===== config.mk =====
export PLATFORM = sky130hd
export DESIGN_NAME = vga_sprite_engine_flat
export DESIGN_NICKNAME = d
export VERILOG_FILES = /design/src/rtl/vga_sprite_pkg.sv /design/src/rtl/vga_sprite_engine_if.sv /design/src/rtl/vga_sprite_channel.sv /design/src/rtl/vga_sprite_engine.sv /design/src/flat_wrapper.sv
export SDC_FILE = /design/constraint.sdc
export NUM_CORES = 1
export LEC_CHECK = 0
export ABC_AREA = 1
export CORE_MARGIN = 2
export CORE_UTILIZATION = 55
export DETAILED_ROUTE_END_ITERATION = 8
export PLACE_DENSITY = 0.74
export SLEW_MARGIN = 5
export SYNTH_ARGS = -nofsm -noshare
export SYNTH_HDL_FRONTEND = slang
export SYNTH_SLANG_ARGS = --single-unit

===== constraint.sdc =====
create_clock -name clk -period 2.07 [get_ports clk]
set_clock_uncertainty 0.2 [all_clocks]
set_input_delay 0.207 -clock clk [delete_from_list [all_inputs] [get_ports clk]]
set_output_delay 0.207 -clock clk [all_outputs]
set_load 0.05 [all_outputs]

===== src/rtl/vga_sprite_pkg.sv =====
// Shared constants and types for the multi-channel horizontal sprite engine.
package vga_sprite_pkg;

   localparam int NUM_SPRITES_DEF  = 4;
   localparam int SPRITE_WIDTH_DEF = 16;
   localparam int COLOR_BITS_DEF   = 2;
   localparam int SCALE_BITS_DEF   = 6;
   localparam int H_BITS_DEF       = 10;

   localparam int TRANSPARENT_IDX  = 0;

   function automatic int id_bits(input int n);
      return (n > 1) ? $clog2(n) : 1;
   endfunction

   localparam int ID_BITS = id_bits(NUM_SPRITES_DEF);

   typedef enum logic {
      CH_IDLE   = 1'b0,
      CH_ACTIVE = 1'b1
   } ch_state_e;

endpackage


===== src/rtl/vga_sprite_engine_if.sv =====
// Config write bus from the register file into the sprite engine.
interface vga_sprite_engine_if
   import vga_sprite_pkg::*;
#(
   parameter int NUM_SPRITES  = NUM_SPRITES_DEF,
   parameter int SPRITE_WIDTH = SPRITE_WIDTH_DEF,
   parameter int COLOR_BITS   = COLOR_BITS_DEF,
   parameter int SCALE_BITS   = SCALE_BITS_DEF,
   parameter int H_BITS       = H_BITS_DEF
) ();
   localparam int ID_W = id_bits(NUM_SPRITES);

   logic                               wr_en;
   logic [ID_W-1:0]                    wr_sel;
   logic [SPRITE_WIDTH*COLOR_BITS-1:0] wr_pixels;
   logic [H_BITS-1:0]                  wr_x;
   logic [SCALE_BITS-1:0]              wr_scale;
   logic                               wr_flip;
   logic                               wr_enable;

   modport master (output wr_en, wr_sel, wr_pixels, wr_x, wr_scale, wr_flip, wr_enable);
   modport slave  (input  wr_en, wr_sel, wr_pixels, wr_x, wr_scale, wr_flip, wr_enable);
endinterface


===== src/rtl/vga_sprite_channel.sv =====
// One sprite channel: double-buffered config, IDLE/ACTIVE pass FSM and
// pixel/sub-cycle counters producing this channel's colour index.
module vga_sprite_channel
   import vga_sprite_pkg::*;
#(
   parameter int SPRITE_WIDTH = SPRITE_WIDTH_DEF,
   parameter int COLOR_BITS   = COLOR_BITS_DEF,
   parameter int SCALE_BITS   = SCALE_BITS_DEF,
   parameter int H_BITS       = H_BITS_DEF
) (
   input  logic                               clk,
   input  logic                               reset,
   input  logic                               i_line_start,
   input  logic [H_BITS-1:0]                  i_h_counter,
   input  logic                               i_wr,
   input  logic [SPRITE_WIDTH*COLOR_BITS-1:0] i_wr_pixels,
   input  logic [H_BITS-1:0]                  i_wr_x,
   input  logic [SCALE_BITS-1:0]              i_wr_scale,
   input  logic                               i_wr_flip,
   input  logic                               i_wr_enable,
   output logic [COLOR_BITS-1:0]              o_color
);
   localparam int PIX_BITS = $clog2(SPRITE_WIDTH);

   logic [SPRITE_WIDTH*COLOR_BITS-1:0] r_pend_pixels, r_live_pixels;
   logic [H_BITS-1:0]                  r_pend_x,      r_live_x;
   logic [SCALE_BITS-1:0]              r_pend_scale,  r_live_scale;
   logic                               r_pend_flip,   r_live_flip;
   logic                               r_pend_en,     r_live_en;

   ch_state_e             r_state, w_state_nxt;
   logic [SCALE_BITS-1:0] r_sub;
   logic [PIX_BITS-1:0]   r_pix;
   logic [PIX_BITS-1:0]   w_idx;
   logic                  w_last;

   always_ff @(posedge clk) begin
      if (reset) begin
         r_pend_pixels <= '0;
         r_pend_x      <= '0;
         r_pend_scale  <= '0;
         r_pend_flip   <= 1'b0;
         r_pend_en     <= 1'b0;
      end else if (i_wr) begin
         r_pend_pixels <= i_wr_pixels;
         r_pend_x      <= i_wr_x;
         r_pend_scale  <= i_wr_scale;
         r_pend_flip   <= i_wr_flip;
         r_pend_en     <= i_wr_enable;
      end
   end

   // Live takes the pending value held before this edge, so a write landing
   // on the same cycle as line_start waits for the following line.
   always_ff @(posedge clk) begin
      if (reset) begin
         r_live_pixels <= '0;
         r_live_x      <= '0;
         r_live_scale  <= '0;
         r_live_flip   <= 1'b0;
         r_live_en     <= 1'b0;
      end else if (i_line_start) begin
         r_live_pixels <= r_pend_pixels;
         r_live_x      <= r_pend_x;
         r_live_scale  <= r_pend_scale;
         r_live_flip   <= r_pend_flip;
         r_live_en     <= r_pend_en;
      end
   end

   assign w_last = (r_sub == r_live_scale) && (&r_pix);

   always_ff @(posedge clk) begin
      if (reset) r_state <= CH_IDLE;
      else       r_state <= w_state_nxt;
   end

   always_comb begin
      w_state_nxt = r_state;
      case (r_state)
         CH_IDLE:   if (r_live_en && (i_h_counter == r_live_x)) w_state_nxt = CH_ACTIVE;
         CH_ACTIVE: if (w_last) w_state_nxt = CH_IDLE;
         default:   w_state_nxt = CH_IDLE;
      endcase
      if (i_line_start) w_state_nxt = CH_IDLE;
   end

   always_ff @(posedge clk) begin
      if (reset || i_line_start || (r_state == CH_IDLE)) begin
         r_sub <= '0;
         r_pix <= '0;
      end else if (r_sub == r_live_scale) begin
         r_sub <= '0;
         r_pix <= r_pix + 1'b1;
      end else begin
         r_sub <= r_sub + 1'b1;
      end
   end

   // SPRITE_WIDTH is a power of two, so WIDTH-1-pix is the bitwise inverse.
   assign w_idx   = r_live_flip ? ~r_pix : r_pix;
   assign o_color = (r_state == CH_ACTIVE) ?
                    r_live_pixels[int'(w_idx)*COLOR_BITS +: COLOR_BITS] : '0;

endmodule


===== src/rtl/vga_sprite_engine.sv =====
// Multi-channel sprite generator: write decode, per-channel sprite units,
// fixed-priority merge and sticky per-frame collision flag.
module vga_sprite_engine
   import vga_sprite_pkg::*;
#(
   parameter int NUM_SPRITES  = NUM_SPRITES_DEF,
   parameter int SPRITE_WIDTH = SPRITE_WIDTH_DEF,
   parameter int COLOR_BITS   = COLOR_BITS_DEF,
   parameter int SCALE_BITS   = SCALE_BITS_DEF,
   parameter int H_BITS       = H_BITS_DEF
) (
   input  logic                              clk,
   input  logic                              reset,
   input  logic [H_BITS-1:0]                 i_h_counter,
   input  logic                              i_line_start,
   input  logic                              i_frame_start,
   vga_sprite_engine_if.slave                wr_bus,
   output logic [COLOR_BITS-1:0]             o_color_out,
   output logic                              o_sprite_hit,
   output logic [id_bits(NUM_SPRITES)-1:0]   o_sprite_id,
   output logic                              o_collision
);
   localparam int ID_W = id_bits(NUM_SPRITES);

   logic [NUM_SPRITES-1:0]                 w_wr;
   logic [NUM_SPRITES-1:0][COLOR_BITS-1:0] w_color;
   logic [COLOR_BITS-1:0]                  w_sel_color;
   logic [ID_W-1:0]                        w_sel_id;
   logic                                   w_hit;
   logic                                   w_multi;

   for (genvar g = 0; g < NUM_SPRITES; g++) begin : g_ch
      assign w_wr[g] = wr_bus.wr_en && (wr_bus.wr_sel == ID_W'(g));

      vga_sprite_channel #(
         .SPRITE_WIDTH (SPRITE_WIDTH),
         .COLOR_BITS   (COLOR_BITS),
         .SCALE_BITS   (SCALE_BITS),
         .H_BITS       (H_BITS)
      ) u_ch (
         .clk          (clk),
         .reset        (reset),
         .i_line_start (i_line_start),
         .i_h_counter  (i_h_counter),
         .i_wr         (w_wr[g]),
         .i_wr_pixels  (wr_bus.wr_pixels),
         .i_wr_x       (wr_bus.wr_x),
         .i_wr_scale   (wr_bus.wr_scale),
         .i_wr_flip    (wr_bus.wr_flip),
         .i_wr_enable  (wr_bus.wr_enable),
         .o_color      (w_color[g])
      );
   end

   // Scan high to low so the lowest opaque channel is the last to claim.
   always_comb begin
      w_sel_color = '0;
      w_sel_id    = '0;
      w_hit       = 1'b0;
      w_multi     = 1'b0;
      for (int i = NUM_SPRITES - 1; i >= 0; i--) begin
         if (w_color[i] != COLOR_BITS'(TRANSPARENT_IDX)) begin
            if (w_hit) w_multi = 1'b1;
            w_hit       = 1'b1;
            w_sel_color = w_color[i];
            w_sel_id    = ID_W'(i);
         end
      end
   end

   always_ff @(posedge clk) begin
      if (reset) begin
         o_color_out  <= '0;
         o_sprite_hit <= 1'b0;
         o_sprite_id  <= '0;
         o_collision  <= 1'b0;
      end else begin
         o_color_out  <= w_sel_color;
         o_sprite_hit <= w_hit;
         o_sprite_id  <= w_sel_id;
         if (w_multi)            o_collision <= 1'b1;
         else if (i_frame_start) o_collision <= 1'b0;
      end
   end

endmodule


===== src/flat_wrapper.sv =====
// flat-port wrapper written by rule: the top's interface ports become plain ports
module vga_sprite_engine_flat import vga_sprite_pkg::*;
#(
   parameter int NUM_SPRITES  = NUM_SPRITES_DEF,
   parameter int SPRITE_WIDTH = SPRITE_WIDTH_DEF,
   parameter int COLOR_BITS   = COLOR_BITS_DEF,
   parameter int SCALE_BITS   = SCALE_BITS_DEF,
   parameter int H_BITS       = H_BITS_DEF
)
  (clk, reset, i_h_counter, i_line_start, i_frame_start, o_color_out, o_sprite_hit, o_sprite_id, o_collision, wr_bus_wr_en, wr_bus_wr_sel, wr_bus_wr_pixels, wr_bus_wr_x, wr_bus_wr_scale, wr_bus_wr_flip, wr_bus_wr_enable);
  vga_sprite_engine_if #(.NUM_SPRITES(NUM_SPRITES), .SPRITE_WIDTH(SPRITE_WIDTH), .COLOR_BITS(COLOR_BITS), .SCALE_BITS(SCALE_BITS), .H_BITS(H_BITS)) wr_bus_i ();
  input  logic clk;
  input  logic reset;
  input  logic [H_BITS-1:0] i_h_counter;
  input  logic i_line_start;
  input  logic i_frame_start;
  output logic [COLOR_BITS-1:0] o_color_out;
  output logic o_sprite_hit;
  output logic [id_bits(NUM_SPRITES)-1:0] o_sprite_id;
  output logic o_collision;
  input wire logic [$bits(wr_bus_i.wr_en)-1:0] wr_bus_wr_en;
  input wire logic [$bits(wr_bus_i.wr_sel)-1:0] wr_bus_wr_sel;
  input wire logic [$bits(wr_bus_i.wr_pixels)-1:0] wr_bus_wr_pixels;
  input wire logic [$bits(wr_bus_i.wr_x)-1:0] wr_bus_wr_x;
  input wire logic [$bits(wr_bus_i.wr_scale)-1:0] wr_bus_wr_scale;
  input wire logic [$bits(wr_bus_i.wr_flip)-1:0] wr_bus_wr_flip;
  input wire logic [$bits(wr_bus_i.wr_enable)-1:0] wr_bus_wr_enable;
  assign wr_bus_i.wr_en = wr_bus_wr_en;
  assign wr_bus_i.wr_sel = wr_bus_wr_sel;
  assign wr_bus_i.wr_pixels = wr_bus_wr_pixels;
  assign wr_bus_i.wr_x = wr_bus_wr_x;
  assign wr_bus_i.wr_scale = wr_bus_wr_scale;
  assign wr_bus_i.wr_flip = wr_bus_wr_flip;
  assign wr_bus_i.wr_enable = wr_bus_wr_enable;
  vga_sprite_engine #(.NUM_SPRITES(NUM_SPRITES), .SPRITE_WIDTH(SPRITE_WIDTH), .COLOR_BITS(COLOR_BITS), .SCALE_BITS(SCALE_BITS), .H_BITS(H_BITS)) u_core (.clk(clk), .reset(reset), .i_h_counter(i_h_counter), .i_line_start(i_line_start), .i_frame_start(i_frame_start), .wr_bus(wr_bus_i), .o_color_out(o_color_out), .o_sprite_hit(o_sprite_hit), .o_sprite_id(o_sprite_id), .o_collision(o_collision));
endmodule

* Word level (Yosys, flattened, before mapping)
Index checks and enable logic that the tools add are counted. W data, S select, Z words.
Storage, ports and cells: output and inout port bits 6, flip-flop bits (word level) 450
Operators by class: muxes and demuxes 39, eq/ne operators 11, reductions and logical operators 34, shift-type cells 4, bitwise gates (word level) 8, add/sub/neg operators 8
Operators by type and width (number):
- $shiftx A32 B6 Y2 | 4
- $eq A10 B10 Y1 | 4
- $add A6 B1 Y6 const B | 4
- $eq A6 B6 Y1 | 4
- $mux W1 | 21
- $mux W2 | 10
- $add A4 B1 Y4 const B | 4
- $mux W4 | 4
- $not A4 Y4 | 4
- $reduce_and A4 Y1 | 4
- $logic_and A1 B1 Y1 | 12
- $reduce_or A2 Y1 | 6
- $reduce_bool A2 Y1 | 5
- $pmux W1 S2 | 4
- $logic_or A1 B1 Y1 | 5
- $eq A2 B2 Y1 const B | 2
- $not A1 Y1 | 4
- $reduce_or A3 Y1 | 1
- $eq A2 B1 Y1 const B | 1
- $logic_not A2 Y1 | 1

* Depth between registers and ports, before layout
Gate-level depths: netlist of run 1.
word-level depth 13, gate-level depth with buffers 18, mapped depth without buffers 16

* By module
From an unflattened synthesis of run 1, not the netlist that was laid out.
Second synthesis, totals: cell total of the unflattened synthesis 2546, area, all modules 18347.6 µm²
Modules (own cells, without submodules):
- vga_sprite_channel at u_core.g_ch[0].u_ch ... | area an instance 4504.3 µm², cells each 622, times used 3, sequential area each 2222.1 µm²
- vga_sprite_channel at u_core.g_ch[3].u_ch | area an instance 4500.6 µm², cells each 624, times used 1, sequential area each 2222.1 µm²
- vga_sprite_engine | area an instance 334.1 µm², cells each 56, times used 1, sequential area each 120.1 µm²

* Least setup slack after synthesis of run 1
No wires, ideal clock.
path kind register to register, start reg u_core.g_ch[2].u_ch.r_pix[0], end reg u_core.o_collision, clock period less this slack 1.913 ns, stages on the path, launching flop included 17, setup time 0.125 ns, buffers on the path 1, arrival 1.588 ns, slack 0.157 ns, cells stage by stage dfxtp_1 > inv_2 > nand2_4 > nand2_4 > buf_6 > nand2_1 > nand3_1 > nand3_1 > nand3_1 > nand3_2 > nand2_2 > nor2_4 > nand2_2 > nand2_1 > nand2_1 > nor2_1 > nor2_1
On the way: word-level cells in the longest chain between the ends 11, elaborated cells between the ends (all ways) 14, those cells by class shift (1); mux (10); bitwise (1); reduce/logical (2)
Ends and longest elaborated chain:
- from (decl) | line vga_sprite_channel.sv:33 | logic [PIX_BITS-1:0] r_pix;
- from (signal assigned) | line vga_sprite_channel.sv:94 | r_pix <= r_pix + 1'b1;
- $not A4 Y4 | line vga_sprite_channel.sv:101 | assign w_idx = r_live_flip ? ~r_pix : r_pix;
- $mux W4 (*) | line vga_sprite_channel.sv:101
- $shiftx A32 B6 Y2 (*) | line vga_sprite_channel.sv:103 | r_live_pixels[int'(w_idx)*COLOR_BITS +: COLOR_BITS] : '0;
- $mux W2 (*) | line vga_sprite_channel.sv:102 | assign o_color = (r_state == CH_ACTIVE) ?
- $reduce_bool A2 Y1 (*) | line vga_sprite_engine.sv:62 | if (w_color[i] != COLOR_BITS'(TRANSPARENT_IDX)) begin
- $mux W1 | line vga_sprite_engine.sv:62
- $mux W1 | line vga_sprite_engine.sv:63 | if (w_hit) w_multi = 1'b1;
- $mux W1 | line vga_sprite_engine.sv:62
- $mux W1 | line vga_sprite_engine.sv:63
- $mux W1 (*) | line vga_sprite_engine.sv:62
- $mux W1 / $reduce_bool A2 Y1 (equally long branches)
- to (signal assigned) | line vga_sprite_engine.sv:76 | o_collision <= 1'b0;
- to (signal assigned) | line vga_sprite_engine.sv:81 | if (w_multi) o_collision <= 1'b1;
- to (signal assigned) | line vga_sprite_engine.sv:82 | else if (i_frame_start) o_collision <= 1'b0;
- to (decl) | line vga_sprite_engine.sv:21 | output logic o_collision
Every way passes the cells marked *; elsewhere a longest branch is shown, timed or not. A chain may end at the register's enable or synchronous reset.

* Worst setup path after layout of run 1
start reg u_core.g_ch[3].u_ch.r_live_flip, end reg u_core.o_collision
On the way: word-level cells in the longest chain between the ends 12, elaborated cells between the ends (all ways) 15, those cells by class shift (1); mux (12); reduce/logical (2)
Ends and longest elaborated chain:
- from (decl) | line vga_sprite_channel.sv:28 | logic r_pend_flip, r_live_flip;
- from (signal assigned) | line vga_sprite_channel.sv:66 | r_live_flip <= r_pend_flip;
- $mux W4 (*) | line vga_sprite_channel.sv:101
- $shiftx A32 B6 Y2 (*) | line vga_sprite_channel.sv:103
- $mux W2 (*) | line vga_sprite_channel.sv:102
- $reduce_bool A2 Y1 (*) | line vga_sprite_engine.sv:62
- $mux W1 (*) | line vga_sprite_engine.sv:62
- $mux W1 | line vga_sprite_engine.sv:63
- $mux W1 | line vga_sprite_engine.sv:62
- $mux W1 | line vga_sprite_engine.sv:63
- $mux W1 | line vga_sprite_engine.sv:62
- $mux W1 | line vga_sprite_engine.sv:63
- $mux W1 (*) | line vga_sprite_engine.sv:62
- $mux W1 / $reduce_bool A2 Y1 (equally long branches)
Marks and branches as above.

==> results_tabular.tex, run 1 <==
\begin{tabular}{lr}
\hline
Metric & Value \\
\hline
\multicolumn{2}{l}{\textbf{GRT}} \\
Met2 Usage GRT & 0.487 \\
Total congestion overflow after global routing & 0 \\
Met3 Track Usage GR & 0.0523 \\
Via count of the first global-routing pass & 15600 \\
Largest net degree at the start of global routing & 141 \\
Number of antenna violations at the first check in global routing & 0 \\
Met1 Usage GRT & 0.400 \\
Top Usage Layer GRT & met2 \\
Global routing usage summed across all routing layers & 0.298 \\
First-pass GRT wire length & 80.5 mm \\
\multicolumn{2}{l}{\textbf{Synthesis}} \\
Fraction of synthesis flops using an asynchronous set or reset pin & 0 \\
Synth warn & 0 \\
Compound-gate portion of the synthesized area & 0.151 \\
Share of synthesized area occupied by flip-flops and latches & 0.501 \\
Largest family of logic cells by synthesized area & simple AND/OR/NAND/NOR gates \\
Area share of xor/xnor cells in the synthesized design & 0.0254 \\
Library cell with the highest instance count after synthesis & sky130\_fd\_sc\_hd\_\_nor2\_1 \\
Simple logic cell fraction of the synthesized area & 0.256 \\
Portion of netlist area occupied by mux cells & 0 \\
Average cell area after synthesis & 7.42 um2 \\
Main area contributors after synthesis & sky130\_fd\_sc\_hd\_\_dfxtp\_1 (50\%), sky130\_fd\_sc\_hd\_\_nor2\_1 (14\%), sky130\_fd\_sc\_hd\_\_o21ai\_0 (11\%) \\
Post-synthesis cell area & about 18000 um2 \\
Number of synthesized register bits & 450 \\
Instance count of the mapped netlist & 2425 \\
Number of distinct library cell variants in the gate-level netlist after synthesis & 39 \\
Area share of the largest cell type after synthesis & 0.501 \\
Number of enable-type register cells in the synthesized netlist & 0 \\
Top FF cell, synth & sky130\_fd\_sc\_hd\_\_dfxtp\_1 \\
Library cell occupying the most area in the post-synthesis netlist & sky130\_fd\_sc\_hd\_\_dfxtp\_1 \\
Post-Syn Nets & 2500 \\
Synthesized-area fraction occupied by adder cells & 0.00556 \\
Synth top cells by count & sky130\_fd\_sc\_hd\_\_nor2\_1 (672), sky130\_fd\_sc\_hd\_\_dfxtp\_1 (450), sky130\_fd\_sc\_hd\_\_o21ai\_0 (385) \\
\multicolumn{2}{l}{\textbf{Drt}} \\
DRC marker count from the first detailed-route iteration & 1517 \\
Average wire length per cell after detail routing & approximately 18 um \\
Routed wire length & roughly 52 mm \\
DRC viols & 0 \\
Avg Vias per Cell & 5.56 \\
Post-detailed-route count of antenna-violating nets & 0 \\
First-pass DRT Iterations & 6 \\
Overall via count from detail\_route & roughly 17000 \\
\multicolumn{2}{l}{\textbf{Placement}} \\
Cell Area, Placed & approximately 20000 um2 \\
Global placer's final weighted congestion & between 0.9 and 1 \\
DP Wirelength & 33.6 mm \\
PortBufs & 72 \\
\multicolumn{2}{l}{\textbf{STA}} \\
Unrepaired setup endpoints after global routing & yes \\
Count of final hold-check violations & 0 \\
Worst slew margin relative to its limit & 0.601 \\
Fmax achieved & approximately 0.48 GHz \\
Worst Tran Pin Value & just under 600 ps \\
Clock period minus final worst setup slack & 2090 ps \\
Max Slew Vio Count & 0 \\
Period utilisation layout & 1.01 \\
Slack of the critical path & -20.6 ps \\
Final setup violation count & 1 \\
\multicolumn{2}{l}{\textbf{Cells and area}} \\
Antenna diodes & 0 \\
Post-layout net count & 2591 \\
Post-layout utilization of the core & 0.682 \\
Area Growth Syn to Fin & 22.8\% \\
Final Instance Area & 22100 um2 \\
Layout cells sized above 1 & 0.136 \\
\multicolumn{2}{l}{\textbf{Floorplan}} \\
Core footprint & approximately 32000 um2 \\
Starting utilization of the core area & 0.556 \\
Die span in y & 185 um \\
Total number of placement rows & 66 \\
\# IOs & 73 \\
Total Die Area & $\sim$34000 um2 \\
Width of the die & around 180 um \\
\multicolumn{2}{l}{\textbf{CTS}} \\
CTS Sinks & 450 \\
Clk\_lat worst skew & 540 ps \\
Worst-path clk slew & 60 ps \\
Root Driver & sky130\_fd\_sc\_hd\_\_clkbuf\_16 \\
CTS tree & yes \\
CTS Buf Count & 46 \\
Number of H-tree levels & 2 \\
Buffer depth of the longest clock path & 3 \\
\multicolumn{2}{l}{\textbf{Status}} \\
Run status & finished, violations left \\
Violated checks & setup timing \\
\multicolumn{2}{l}{\textbf{Critical path}} \\
Crit Path Class & reg -> reg \\
Worst EP required & between 2000 and 2500 ps \\
Kind of launch point of the worst setup path & flip-flop \\
Worst Path Arrival & 2320 ps \\
Category of the worst setup path capture point & flip-flop \\
CP max FO & 7 \\
\multicolumn{2}{l}{\textbf{Power and ir drop}} \\
Power density normalized to cell area & 888 nW/um2 \\
Highest ir drop seen on vdd & around 0.67 mV \\
Static leakage & about 9.0 nW \\
Final total power & 19.6 mW \\
\multicolumn{2}{l}{\textbf{Worst hold path}} \\
Type of the most critical hold path & in -> reg \\
\multicolumn{2}{l}{\textbf{Flow run}} \\
Total of max-cap violations & 0 \\
\hline
\end{tabular}
layer usage:
| metal | vias up | part of all wire |
|---|---|---|
| met1 | 7828 | 0.43 |
| met4 | 0 | 0.034 |
| met2 | 571 | 0.46 |
| li1 | 8090 | - |
| met3 | 147 | 0.077 |
| met5 | - | 0 |
power breakdown:
part           internal, mW  switching [mW]
clock network          4.94            3.38
registers              9.08           0.234
logic                 0.747            1.22
critical path: stages, from the launching register on:
cell,delay (ps)
sky130_fd_sc_hd__dfxtp_4,360
sky130_fd_sc_hd__buf_6,140
sky130_fd_sc_hd__nand2_4,70
sky130_fd_sc_hd__nand2_4,70
sky130_fd_sc_hd__clkbuf_16,170
sky130_fd_sc_hd__nand2_2,60
sky130_fd_sc_hd__nand3_1,80
sky130_fd_sc_hd__nand3_1,110
sky130_fd_sc_hd__nand3_2,70
sky130_fd_sc_hd__nand3_2,100
sky130_fd_sc_hd__nand2_4,80
sky130_fd_sc_hd__nor2_4,130
sky130_fd_sc_hd__nand2_2,60
sky130_fd_sc_hd__nand2_1,60
sky130_fd_sc_hd__nand2_1,40
sky130_fd_sc_hd__nor2_1,110
sky130_fd_sc_hd__nor2_1,60
final cells by class:
type                       instances  area, um2
clock buffer                      70       1380
tap                              442        553
sequential                       450       9030
fill                            2631      10300
inverter                         128        531
timing repair buffer             187       1930
clock inverter                    12        143
multi-input combinational       1703       8530
kinds of logic (layout without fill, tap and decap cells):
kind of cell / count (synthesis) / count (layout)
AND/OR/NAND/NOR: 1117 / 1119
buffers and inverters: 274 / 397
adder cells (fa/ha/maj): 8 / 8
XOR/XNOR: 47 / 47
flip-flops: 450 / 450
AO/OA/AOI/OAI: 529 / 529
metrics by stage:
stage          hold slack, ps  worst slack [ps]  setup TNS (ps)  instances
2_1_floorplan             142               157               0       2425
3_3_place_gp              237              -166            -436       2897
3_5_place_dp              244              -262            -826       2897
4_1_cts                   203             -4.73           -4.73       2980
5_1_grt                   222              -144            -395       2992
6_report                  216             -20.6           -20.6       2992
placed cells by master (no fill, tap or decap), types with 14 or more instances in the layout:
| cell type | Yosys | final |
|---|---|---|
| sky130_fd_sc_hd__nor2_1 | 672 | 669 |
| sky130_fd_sc_hd__nand3_1 | 170 | 106 |
| sky130_fd_sc_hd__nand2_1 | 217 | 193 |
| sky130_fd_sc_hd__o21ai_0 | 385 | 383 |
| sky130_fd_sc_hd__buf_4 | 5 | 79 |
| sky130_fd_sc_hd__clkdlybuf4s50_1 | 0 | 65 |
| sky130_fd_sc_hd__xor2_1 | 29 | 29 |
| sky130_fd_sc_hd__dfxtp_1 | 450 | 439 |
| sky130_fd_sc_hd__nand3_2 | 4 | 65 |
| sky130_fd_sc_hd__nand2_4 | 6 | 14 |
| sky130_fd_sc_hd__a21oi_1 | 124 | 122 |
| sky130_fd_sc_hd__inv_1 | 111 | 106 |
| sky130_fd_sc_hd__buf_12 | 0 | 20 |
| sky130_fd_sc_hd__nand2_2 | 10 | 22 |
| sky130_fd_sc_hd__clkbuf_1 | 131 | 14 |
| sky130_fd_sc_hd__clkbuf_16 | 0 | 52 |
sequential cells by signal (all words and copies together), names as in the netlist:
signal	flops
u_core.o_collision	1
u_core.g_ch.u_ch.r_live_flip	4
u_core.g_ch.u_ch.r_pend_pixels	128
u_core.g_ch.u_ch.r_live_x	40
u_core.o_sprite_hit	1
u_core.g_ch.u_ch.r_pix	16
u_core.o_sprite_id	2
u_core.g_ch.u_ch.r_pend_scale	24
u_core.g_ch.u_ch.r_live_en	4
u_core.g_ch.u_ch.r_state	4
u_core.g_ch.u_ch.r_pend_flip	4
u_core.g_ch.u_ch.r_live_scale	24
u_core.g_ch.u_ch.r_pend_en	4
u_core.g_ch.u_ch.r_live_pixels	128
u_core.g_ch.u_ch.r_sub	24
u_core.o_color_out	2
u_core.g_ch.u_ch.r_pend_x	40
worst paths after layout:
path	start	to	slack (ps)	depth (start not counted)
worst min register to register	u_core.g_ch[3].u_ch.r_pend_pixels[14]	u_core.g_ch[3].u_ch.r_pend_pixels[14]	250	2
worst min-delay path	wr_bus_wr_x[1]	u_core.g_ch[1].u_ch.r_pend_x[1]	220	3
worst max-delay path	u_core.g_ch[3].u_ch.r_live_flip	u_core.o_collision	-20	16
worst max register to register	u_core.g_ch[3].u_ch.r_live_flip	u_core.o_collision	-20	16
timing repair:
item	CTS	global route
gates cloned	0	5
setup endpoints to repair	12	10
buffers inserted	0	7
gates resized for setup	16	164
hold buffers	1	0
endpoints found under the hold margin	27	0
pin swaps	0	53
No activity file was read; power rests on OpenSTA's default activity.
==> run 2, diff against run 1 <==
ABC_AREA = unset   (was 1)
==> run 2 against run 1 <==
Clock-buffer cell count shrank 8; utilization is 0.16 points lower; highest routed layer is now met5; die area increased by 4.0%; final cell count shrank 7.8%; first-iteration DRC count fell by 7.0%; power fell by 3.4%; register-to-register slack got worse by 390 ps; the flow still finishes with violations (setup timing); sequential power down 3.8%; global-route usage shrank 0.80 points.
==> results_tabular.tex, run 2 <==
\begin{tabular}{lr}
\hline
Metric & Value \\
\hline
\multicolumn{2}{l}{\textbf{CTS}} \\
CTS Sinks & 450 (unchanged) \\
Worst-path clk slew & 70 ps (about the same) \\
CTS tree & yes \\
Buffer depth of the longest clock path & 3 (unchanged) \\
CTS Buf Count & 46 (unchanged) \\
Clk\_lat worst skew & 550 ps (about the same) \\
Number of H-tree levels & 2 (unchanged) \\
Root Driver & sky130\_fd\_sc\_hd\_\_clkbuf\_16 \\
\multicolumn{2}{l}{\textbf{GRT}} \\
Global routing usage summed across all routing layers & 0.290 (-0.00796) \\
Total congestion overflow after global routing & 0 (unchanged) \\
Number of antenna violations at the first check in global routing & 3 (+3) \\
Largest net degree at the start of global routing & 148 (+5.0\%) \\
First-pass GRT wire length & 82.1 mm (+2.0\%) \\
Via count of the first global-routing pass & 15400 (-1.1\%) \\
\multicolumn{2}{l}{\textbf{Synthesis}} \\
Post-Syn Nets & 2216 (-11\%) \\
Number of distinct library cell variants in the gate-level netlist after synthesis & 76 (+95\%) \\
Share of synthesized area occupied by flip-flops and latches & 0.481 (-0.0198) \\
Post-synthesis cell area & 18700 um2 (+4.1\%) \\
Number of synthesized register bits & 450 (unchanged) \\
Average cell area after synthesis & 8.75 um2 (+18\%) \\
Simple logic cell fraction of the synthesized area & 0.177 (-0.0793) \\
Main area contributors after synthesis & sky130\_fd\_sc\_hd\_\_dfxtp\_1 (48\%), sky130\_fd\_sc\_hd\_\_mux2i\_1 (12\%), sky130\_fd\_sc\_hd\_\_nand2\_1 (8.7\%) \\
Library cell occupying the most area in the post-synthesis netlist & sky130\_fd\_sc\_hd\_\_dfxtp\_1 \\
Instance count of the mapped netlist & 2141 (-12\%) \\
Fraction of synthesis flops using an asynchronous set or reset pin & 0 (unchanged) \\
Synthesized-area fraction occupied by adder cells & 0.00534 (-0.000220) \\
Number of enable-type register cells in the synthesized netlist & 0 (unchanged) \\
Area share of xor/xnor cells in the synthesized design & 0.0468 (+0.0214) \\
Largest family of logic cells by synthesized area & simple AND/OR/NAND/NOR gates \\
Portion of netlist area occupied by mux cells & 0.141 (+0.141) \\
Top FF cell, synth & sky130\_fd\_sc\_hd\_\_dfxtp\_1 \\
Library cell with the highest instance count after synthesis & sky130\_fd\_sc\_hd\_\_dfxtp\_1 \\
Compound-gate portion of the synthesized area & 0.112 (-0.0387) \\
Synth top cells by count & sky130\_fd\_sc\_hd\_\_dfxtp\_1 (450), sky130\_fd\_sc\_hd\_\_nand2\_1 (433), sky130\_fd\_sc\_hd\_\_nor2\_1 (276) \\
Synth warn & 0 (unchanged) \\
Area share of the largest cell type after synthesis & 0.481 (-0.0198) \\
\multicolumn{2}{l}{\textbf{Floorplan}} \\
Total number of placement rows & 67 (+1.5\%) \\
Width of the die & 189 um (+2.0\%) \\
Starting utilization of the core area & 0.559 (+0.00289) \\
\# IOs & 73 (unchanged) \\
Total Die Area & 35500 um2 (+4.0\%) \\
Core footprint & 33500 um2 (+3.6\%) \\
Die span in y & 189 um (+2.0\%) \\
\multicolumn{2}{l}{\textbf{Placement}} \\
DP Wirelength & 34.3 mm (+2.1\%) \\
Post-Place Setup Slack & -437 ps (-175 ps) \\
PortBufs & 72 (unchanged) \\
Cell Area, Placed & 20900 um2 (+6.3\%) \\
Global placer's final weighted congestion & 0.895 (-2.4\%) \\
Placed cells & 2668 (-7.9\%) \\
\multicolumn{2}{l}{\textbf{STA}} \\
Unrepaired setup endpoints after global routing & yes \\
Worst slew margin relative to its limit & 0.540 (-0.0607) \\
Fmax achieved & 0.404 GHz (-16\%) \\
Max Slew Vio Count & 0 (unchanged) \\
Clock period minus final worst setup slack & 2480 ps (+386 ps) \\
Slack of the critical path & -407 ps (-386 ps) \\
Final setup violation count & 6 (+5) \\
Count of final hold-check violations & 0 (unchanged) \\
Worst Tran Pin Value & 690 ps (+106 ps) \\
Period utilisation layout & 1.20 (+0.187) \\
\multicolumn{2}{l}{\textbf{Critical path}} \\
Worst EP required & 2300 ps (about the same) \\
Register-to-register path setup slack & -410 ps (-390 ps) \\
Crit Path Class & reg -> reg \\
Worst R2R End & u\_core.o\_collision \\
Category of the worst setup path capture point & flip-flop \\
CP max FO & 6 (-1) \\
Kind of launch point of the worst setup path & flip-flop \\
Worst Path Arrival & 2700 ps (+380 ps) \\
R2r startpoint & u\_core.g\_ch[2].u\_ch.r\_pix[0] \\
Reg2reg path depth & 9 (-7) \\
\multicolumn{2}{l}{\textbf{Drt}} \\
DRC marker count from the first detailed-route iteration & 1411 (-7.0\%) \\
First-pass DRT Iterations & 5 (-1) \\
Overall via count from detail\_route & 15900 (-4.6\%) \\
Routed wire length & 52.2 mm (-0.57\%) \\
Average wire length per cell after detail routing & 18.9 um (+7.8\%) \\
Avg Vias per Cell & 5.75 (+3.5\%) \\
DRC viols & 0 (unchanged) \\
Post-detailed-route count of antenna-violating nets & 0 (unchanged) \\
\multicolumn{2}{l}{\textbf{Power and ir drop}} \\
Clock share of power & 0.461 (+0.036) \\
Static leakage & 8.92 nW (-1.0\%) \\
P\_int & 14.6 mW (-0.86\%) \\
Final total power & 18.9 mW (-3.4\%) \\
Highest ir drop seen on vdd & 0.631 mV (-5.3\%) \\
Switching part of the total & 0.227 (-0.0200) \\
NetSw & 4.29 mW (-11\%) \\
Part of the total power dissipated in combinational logic & 0.066 (-0.034) \\
Power density normalized to cell area & 829 nW/um2 (-6.5\%) \\
Register share of total power & 0.473 (-0.002) \\
\multicolumn{2}{l}{\textbf{Flow run}} \\
Total of max-cap violations & 0 (unchanged) \\
\multicolumn{2}{l}{\textbf{Cells and area}} \\
Post-layout net count & 2350 (-9.3\%) \\
Highest-count cells in the layout ignoring fill and taps & sky130\_fd\_sc\_hd\_\_dfxtp\_1 (444), sky130\_fd\_sc\_hd\_\_nand2\_1 (430), sky130\_fd\_sc\_hd\_\_nor2\_1 (268) \\
Post-layout utilization of the core & 0.681 (-0.00161) \\
Final Instance Area & 22800 um2 (+3.3\%) \\
Antenna diodes & 0 (unchanged) \\
Final standard cell count with taps included and fillers excluded & 2760 (-7.8\%) \\
Area Growth Syn to Fin & 21.9\% \\
Leading registers by flop count & u\_core.g\_ch.u\_ch.r\_live\_pixels (128), u\_core.g\_ch.u\_ch.r\_pend\_pixels (128) \\
Area of the multi-input gates & 9330 um2 (+9.4\%) \\
Layout cells sized above 1 & 0.146 (+0.00929) \\
Number of filler cells placed in the layout & 2672 (+1.6\%) \\
Sequential cell area in the final layout & 9030 um2 (about the same) \\
Most common cell after layout, fill and taps aside & sky130\_fd\_sc\_hd\_\_dfxtp\_1 \\
\multicolumn{2}{l}{\textbf{Worst hold path}} \\
Type of the most critical hold path & in -> reg \\
Worst Hold Path Cells & 5 (+2) \\
Capture endpoint of the worst hold path & u\_core.g\_ch[3].u\_ch.r\_pix[3] \\
Launch instance of the worst min-delay path & i\_line\_start \\
\multicolumn{2}{l}{\textbf{Status}} \\
Run status & finished, violations left \\
Violated checks & setup timing \\
\hline
\end{tabular}
run 2: cell types whose count changed after synthesis, moves of 15 or more:
cell                       before  now
sky130_fd_sc_hd__o221ai_1       1   17
sky130_fd_sc_hd__a21oi_1      124  210
sky130_fd_sc_hd__mux2i_1        0  231
sky130_fd_sc_hd__buf_1          1   35
sky130_fd_sc_hd__inv_2         16    1
sky130_fd_sc_hd__nand2_1      217  433
sky130_fd_sc_hd__nand3_1      170   15
sky130_fd_sc_hd__nor2_1       672  276
sky130_fd_sc_hd__o21ai_0      385   26
sky130_fd_sc_hd__inv_1        111    8
sky130_fd_sc_hd__clkbuf_1     131   97
sky130_fd_sc_hd__xnor2_1       15   66
sky130_fd_sc_hd__o22ai_1        6   35
run 2: worst max path at each step:
stage | from | end | slack, ps | depth (start not counted)
2_1_floorplan | u_core.g_ch[2].u_ch.r_pix[0] | u_core.o_collision | -170 | 8
3_3_place_gp | u_core.g_ch[1].u_ch.r_pix[1] | u_core.o_collision | -390 | 8
3_5_place_dp | u_core.g_ch[1].u_ch.r_pix[1] | u_core.o_sprite_hit | -440 | 10
4_1_cts | u_core.g_ch[2].u_ch.r_pix[0] | u_core.o_collision | -410 | 9
5_1_grt | u_core.g_ch[2].u_ch.r_pix[0] | u_core.o_collision | -500 | 10
6_report | u_core.g_ch[2].u_ch.r_pix[0] | u_core.o_collision | -410 | 9
run 2: cells by family (layout without fill, tap and decap cells):
kind of cell | after synthesis | in the layout
simple gates | 813 | 813
flops | 450 | 450
compound gates | 351 | 351
mux | 251 | 251
buf+inv | 168 | 339
xor+xnor | 100 | 100
fa+ha+maj | 8 | 8
run 2: what timing repair did:
action | CTS | global route
endpoints found under the setup margin | 12 | 7
resized for setup | 32 | 31
hold buffers | 1 | 0
pin swaps | 11 | 10
endpoints found under the hold margin | 30 | 0
buffers inserted | 5 | 1
run 2: area by class of cell:
type | instances | area share
Timing Repair Buffer | 244 | 0.0988
Clock inverter | 23 | 0.0138
Tap cell | 448 | 0.0246
Multi-Input combinational cell | 1523 | 0.409
Sequential cell | 450 | 0.395
Inverter | 10 | 0.00186
Clock buffer | 62 | 0.0570
run 2: through the flow:
step	hold WS [ps]	setup TNS (ps)
2_1_floorplan	143	-247
3_3_place_gp	241	-2200
3_5_place_dp	246	-2760
4_1_cts	5.22	-2000
5_1_grt	42.6	-2580
6_report	23.3	-2010
run 2: worst max-delay path: stages, from the launching register on:
cell and delay (ps):
sky130_fd_sc_hd__dfxtp_4 360, sky130_fd_sc_hd__buf_6 130, sky130_fd_sc_hd__buf_6 110, sky130_fd_sc_hd__o31a_1 270, sky130_fd_sc_hd__o22ai_2 120, sky130_fd_sc_hd__nor3_2 70
sky130_fd_sc_hd__o32a_4 410, sky130_fd_sc_hd__or2_4 290, sky130_fd_sc_hd__a2111oi_4 310, sky130_fd_sc_hd__nor3_2 60
run 2: metal layers:
metal,GRT usage,wire [um],up-vias
met1,0.378,22400,7667
met2,0.477,23800,565
met4,0.115,2210,4
li1,-,-,7517
met5,0,23,-
met3,0.0527,3720,123
run 2: power groups by stage:
stage / combinational, mW / clock (mW) / sequential, mW
3_3_place_gp: 1.19 / 0 / 9.14
4_1_cts: 1.23 / 8.83 / 8.96
6_report: 1.25 / 8.72 / 8.96
3_5_place_dp: 1.22 / 0 / 9.15
2_1_floorplan: 0.698 / 0 / 9.12
5_1_grt: 1.33 / 9.17 / 8.98
